[src/rtl/imm_gen_pipe.sv]
// RV64I immediate generator with registered, valid/ready-handshaked output.
// Combinational decode feeds a 2-entry skid buffer (main + skid) with flush.
module imm_gen_pipe #(
  parameter int INSTRSIZE = 32,
  parameter int IMMSIZE   = 64
) (
  input  logic                 clk,
  input  logic                 rst,
  input  logic                 flush,
  input  logic                 in_valid,
  output logic                 in_ready,
  input  logic [INSTRSIZE-1:0] in_instr,
  output logic                 out_valid,
  input  logic                 out_ready,
  output logic [INSTRSIZE-1:0] out_instr,
  output logic [IMMSIZE-1:0]   out_imm,
  output logic [2:0]           out_fmt,
  output logic                 out_illegal
);

  if (INSTRSIZE != 32) begin : g_bad_instrsize
    $error("imm_gen_pipe: INSTRSIZE must be 32");
  end
  if (IMMSIZE < 32 || IMMSIZE > 128) begin : g_bad_immsize
    $error("imm_gen_pipe: IMMSIZE must be within 32..128");
  end

  typedef enum logic [6:0] {
    OPC_OP        = 7'b0110011,
    OPC_OP_32     = 7'b0111011,
    OPC_OP_IMM    = 7'b0010011,
    OPC_OP_IMM_32 = 7'b0011011,
    OPC_LOAD      = 7'b0000011,
    OPC_JALR      = 7'b1100111,
    OPC_STORE     = 7'b0100011,
    OPC_BRANCH    = 7'b1100011,
    OPC_LUI       = 7'b0110111,
    OPC_AUIPC     = 7'b0010111,
    OPC_JAL       = 7'b1101111
  } opcode_e;

  typedef enum logic [2:0] {
    FMT_R   = 3'd0,
    FMT_I   = 3'd1,
    FMT_S   = 3'd2,
    FMT_B   = 3'd3,
    FMT_U   = 3'd4,
    FMT_J   = 3'd5,
    FMT_ILL = 3'd7
  } fmt_e;

  typedef struct packed {
    logic                 valid;
    logic [INSTRSIZE-1:0] instr;
    logic [IMMSIZE-1:0]   imm;
    fmt_e                 fmt;
    logic                 illegal;
  } entry_t;

  entry_t             dec;
  entry_t             main_q, main_d;
  entry_t             skid_q, skid_d;
  logic signed [31:0] imm32;
  logic               drain;
  logic               accept;

  // Every format fits in 32 bits; one signed widening covers all IMMSIZE values.
  always_comb begin
    dec       = '0;
    dec.valid = 1'b1;
    dec.instr = in_instr;
    imm32     = '0;
    case (in_instr[6:0])
      OPC_OP, OPC_OP_32: begin
        dec.fmt = FMT_R;
      end
      OPC_OP_IMM, OPC_OP_IMM_32, OPC_LOAD, OPC_JALR: begin
        dec.fmt = FMT_I;
        imm32   = {{20{in_instr[31]}}, in_instr[31:20]};
      end
      OPC_STORE: begin
        dec.fmt = FMT_S;
        imm32   = {{20{in_instr[31]}}, in_instr[31:25], in_instr[11:7]};
      end
      OPC_BRANCH: begin
        dec.fmt = FMT_B;
        imm32   = {{20{in_instr[31]}}, in_instr[7], in_instr[30:25],
                   in_instr[11:8], 1'b0};
      end
      OPC_LUI, OPC_AUIPC: begin
        dec.fmt = FMT_U;
        imm32   = {in_instr[31:12], 12'b0};
      end
      OPC_JAL: begin
        dec.fmt = FMT_J;
        imm32   = {{12{in_instr[31]}}, in_instr[19:12], in_instr[20],
                   in_instr[30:21], 1'b0};
      end
      default: begin
        dec.fmt     = FMT_ILL;
        dec.illegal = 1'b1;
      end
    endcase
    dec.imm = IMMSIZE'(imm32);
  end

  assign in_ready  = !skid_q.valid;
  assign drain     = !main_q.valid || out_ready;
  assign accept    = in_valid && !skid_q.valid;

  // Flush wins; otherwise a full skid always refills main before new input is taken.
  always_comb begin
    main_d = main_q;
    skid_d = skid_q;
    if (flush) begin
      main_d.valid = 1'b0;
      skid_d.valid = 1'b0;
    end else if (drain) begin
      if (skid_q.valid) begin
        main_d       = skid_q;
        skid_d.valid = 1'b0;
      end else if (accept) begin
        main_d = dec;
      end else begin
        main_d.valid = 1'b0;
      end
    end else if (accept) begin
      skid_d = dec;
    end
  end

  always_ff @(posedge clk or posedge rst) begin
    if (rst) begin
      main_q <= '0;
      skid_q <= '0;
    end else begin
      main_q <= main_d;
      skid_q <= skid_d;
    end
  end

  assign out_valid   = main_q.valid;
  assign out_instr   = main_q.instr;
  assign out_imm     = main_q.imm;
  assign out_fmt     = main_q.fmt;
  assign out_illegal = main_q.illegal;

endmodule

[config.mk]
export PLATFORM = sky130hd
export DESIGN_NAME = imm_gen_pipe
export DESIGN_NICKNAME = d
export VERILOG_FILES = /design/src/rtl/imm_gen_pipe.sv
export SDC_FILE = /design/constraint.sdc
export NUM_CORES = 1
export LEC_CHECK = 0
export BUFFER_PORTS_ARGS = -buffer_cell sky130_fd_sc_hd__buf_2
export CORE_UTILIZATION = 49
export DETAILED_ROUTE_END_ITERATION = 6
export MAX_ROUTING_LAYER = met4
export PLACE_DENSITY = 0.76
export SLEW_MARGIN = 20
export SYNTH_ARGS = -nofsm -noshare
export SYNTH_HDL_FRONTEND = slang
export SYNTH_SLANG_ARGS = --single-unit
export TNS_END_PERCENT = 5
[constraint.sdc]
create_clock -name clk -period 4.1 [get_ports clk]
set_input_delay 0.205 -clock clk [delete_from_list [all_inputs] [get_ports clk]]
set_output_delay 0.205 -clock clk [all_outputs]
set_load 0.005 [all_outputs]
Word level (Yosys, flattened, before mapping)
Index checks and enable logic that the tools add are counted.
- flip-flop bits (word level): 170
- output and inout bits: 102
- logic and storage cells: 47
- reduce and logical (&&, ||, !) cells: 13
- equal/unequal tests: 11
- multiplexer cells: 11
- bitwise operators: 2
- operators with widths (operator ; number):
    two-way mux 101 bit ; 3
    case mux 32 bit (5 select lines) ; 1
    two-way mux 100 bit ; 1
    == test 7 x 6 -> 1 bit, second input constant ; 4
    == test 7 x 5 -> 1 bit, second input constant ; 3
    == test 7 bit, second input constant ; 3
    case mux 3 bit (6 select lines) ; 1
    OR reduction 11 bit ; 1
    == test 7 x 2 -> 1 bit, second input constant ; 1
    AND reduction 3 bit ; 2
    two-way mux 1 bit ; 5
    nonzero test 2 bit ; 2
    OR reduction 2 bit ; 2
    OR reduction 4 bit ; 1
    nonzero test 3 bit ; 1
    zero test 1 bit ; 2
    inverter 1 bit ; 2
    logical AND 1 bit ; 1
    logical OR 1 bit ; 1

Logic depth before layout (Yosys ltp)
- depth after elaboration: 7
- gate-level depth with buffers: 7
- depth with buffers taken out: 5

Least setup slack after synthesis
No wires, ideal clock.
- path type: flip-flop to flip-flop
- from: register main_q, in the netlist out_valid
- to: register main_q, in the netlist out_imm[1]
- stages on the path, launching flop included: 8
- path buffers: 2
- slack: 2.411 ns
- clock period less this slack: 1.689 ns
- data arrival time: 1.553 ns
- cell sequence: dfrtp_1 nor2b_4 or3_4 buf_6 buf_6 or3_1 o21ai_1 a21oi_1
- cells in the longest elaborated chain, start to end: 3
- RTL lines (element ; line ; text):
    from (decl) ; 61 ; entry_t main_q, main_d;
    from (signal assigned) ; 137 ; main_q <= main_d;
    zero test 1 bit ; 108 ; assign drain = !main_q.valid || out_ready;
    logical OR 1 bit ; 108 ;
    AND reduction 3 bit (no line) ; - ;
No other way between the ends.
A chain may end at the register's enable or synchronous reset.

Worst setup path after layout
- from: register skid_q[100] (netlist bit)
- to: register main_q, in the netlist out_imm[22]
- cells in the longest elaborated chain, start to end: 4
- RTL lines (element ; line ; text):
    from (decl) ; 62 ; entry_t skid_q, skid_d;
    from (signal assigned) ; 138 ; skid_q <= skid_d;
    zero test 1 bit ; 109 ; assign accept = in_valid && !skid_q.valid;
    logical AND 1 bit ; 109 ;
    nonzero test 2 bit (no line) ; - ;
    AND reduction 3 bit (no line) ; - ;
Parallel ways exist; a longest one is shown, timed or not.

==> results.md <==
- Post CTS Setup Buffer Count: 0
- Tmin final: 2.740 ns
- Remaining DRCs: 0
- Mapped Area: approximately 0.0064 sq mm
- Critical Path Stages: 5
- Status: finished with violations
- GR Util All Layers: between 20% and 30%
- I/O pin count: between 100 and 150
- Num CTS Buffers: 17
- CTS tree: done
- Worst Slack Setup Final: 1.360 ns
- Placed cells: roughly 900
- Worst R2R Setup Slack: about 1.4 ns
- Reg2Reg Depth: 5
- Crit-path cells: buf_4, inv_1, nand2_1, a21oi_1, a21oi_1
- Die Span Y: roughly 120 microns
- Vias in the first global route: 4,760
- IO buf count: between 100 and 150
- Initial DRT Pass Iterations: 4
- Share of the synthesized area in the top cell type: between 50% and 60%
- Number of max-cap violations: 0
- CP arrival: about 3.0 ns
- Failing checks: negative hold slack
- Worst Setup Start Kind: register
- Routability cong.: around 0.86
- Crit path max-delay cell type: inv_1
- CP top delay family: buffers and inverters
- Setup Slack @ Placement: 1.436 ns
- Total core area: 0.01262 sq mm
- DR WL met3: approximately 940 microns
- Period utilization: between 60% and 70%
- Ys async rst share: 100.0%
- Mean Syn Cell Area: between 9 and 10 sq um
- Post-CTS Hold Fix Bufs: 0
- CTS max path bufs: 2
- Number of flops mapped to enable cells by yosys: 0
- Resized Gates After CTS: 0
- Fill cells: between 1,000 and 1,500
- Power per cell area: between 400 and 500 mW/mm^2
- Final hold vios: 17
- Final Skew: 0.006192 ns
- CTS Root Cell: clkbuf_16
- Hold Crit Class: primary input to asynchronous set/reset pin
- Setup TNS: 0 ns
- Post-DP HPWL: 9912 microns
- Post-synthesis cell type count: between 40 and 50
- Total congestion overflow: 0
- Antenna-violating nets left: 0
- Synth warn: 0
- Most frequent CP cell: a21oi_1
- Commonest cells after routing, fill and taps aside: nand2_1, buf_2, dfrtp_1
- Antenna cells: 0
- Largest fanout on the critical path: 46
- First-pass GRT wire length: between 20,000 and 25,000 microns
- Wire length on met1: slightly below 7000 microns
- Total power: ~3.6 mW
- DR vias: between 5,000 and 6,000
- Detailed-route wire length per cell: 16.46 microns
- Row cnt: just over 40
- Pin count of the biggest net entering global routing: between 100 and 150
- Clock latency at the later pin of the worst-skew pair: ~0.41 ns
- Cell area after layout: 0.007392 sq mm
- Ratio of cells with drive above 1 in the final layout: between 20% and 30%
- Crit Path Category: register to register
- Uppermost layer routed: met4
- CTS H-Tree Depth: 4
- Drt first-iter violations: 350
- Synth Flop Type: dfrtp_1
- Post-route non-filler standard cell count: between 900 and 1,000
- Initial Utilization: between 50% and 60%
- Worst Max-Slew Pin Slew: ~0.93 ns
- Util after Layout: 58.58%
- WP buf/inv: 2
- Pins Over Slew Limit: 0
- Required time of the critical path: 4.36 ns
- Pleak: approximately 3.6 nW
- Die area: between 0.01 and 0.015 sq mm
- Setup-failing EPs final: 0
- CP Capture Type: register
- Nets@finish: around 790
- Post-Synthesis Cells: between 600 and 700
- Met2 wire length: 7490 microns
- Clk slew on worst S/H paths: 0.05 ns
- Register bit total from synthesis: between 100 and 150
- Fmax: ~0.36 GHz
- Most common cell after layout, fill and taps aside: nand2_1
- Mapped Nets: between 700 and 800
- Max incr delay on CP: ~0.73 ns
- Final wirelength: about 15,000 microns
- Reg-to-Reg Start: skid_q[100]
- Area delta synth->final: 16.16%
- Fin Hold WS: -0.08885 ns
- RR Endpoint: out_imm[22]
- Yosys top cell by area: dfrtp_1
- Slew Limit Headroom: a little under two fifths
- VDD IR max: between 0.0003 and 0.0004 V
- Vias per Instance: 5.460
- RSZ-0062 raised after global routing: false
- Chip width: approximately 120 microns
- TritonCTS Sinks: between 100 and 150
- Initial antenna violation count: 0
- DP Area: 0.006847 sq mm
- Seq/Total Area, Yosys: 54.27%
- Area contributors post-synth: dfrtp_1, nand2_1, o21ai_0
==> sequential cells by signal (all words and copies together), names as in the netlist <==
register,count
out_illegal,1
out_imm,32
skid_q,69
out_instr,32
out_fmt,3
out_valid,1
==> cell type report <==
class | count | area [sq um] | share of cell area (%)
clock buffer | 24 | 471.7 | 6.381
timing repair buffer | 143 | 740.7 | 10.02
multi-input combinational | 444 | 2419 | 32.72
sequential | 138 | 3455 | 46.73
tap | 172 | 215.2 | 2.911
clock inverter | 8 | 70.07 | 0.9479
inverter | 5 | 21.27 | 0.2877
==> worst min-delay path, stage by stage <==
cell,delay [ns]
buf_2,0.11
inv_4,0.05
buf_12,0.43
==> power by group <==
part | internal [mW] | switching [mW]
logic | 0.218 | 0.287
registers | 1.60 | 0.132
clock network | 0.860 | 0.540
==> worst max path at each step <==
stage                           start           to  slack, ns
after floorplan                   rst   out_fmt[0]       0.20
after global placement    skid_q[100]  out_imm[28]       1.52
after detailed placement  skid_q[100]  out_imm[28]       1.44
after CTS                 skid_q[100]  out_imm[22]       1.42
after global routing      skid_q[100]  out_imm[25]       1.05
final                     skid_q[100]  out_imm[22]       1.36
==> metal layers <==
layer	GRT usage, %	vias up
li1	-	2409
met1	32.50	2465
met2	38.37	206
met3	5.701	20
met4	7.521	0
met5	-	-
==> kinds of logic after synthesis <==
group,count (synthesis),share of synthesized area (%)
compound gates,157,14.57
buf+inv,85,7.983
flops,138,54.27
mux,35,5.525
simple gates,252,17.66
==> cell usage after synthesis (all sizes together), types with 2 or more instances <==
cell type  number
buf            55
a31oi          18
nor2b           2
and2            4
inv             5
nand2b          2
clkbuf         25
nand2         168
a221o           6
or3            26
nand3           6
a22o            6
a21oi          34
and3            7
dfrtp         138
mux2i          34
nor3            5
nor2           27
a22oi           4
o21ai          78
(Power assumes the default switching activity.)
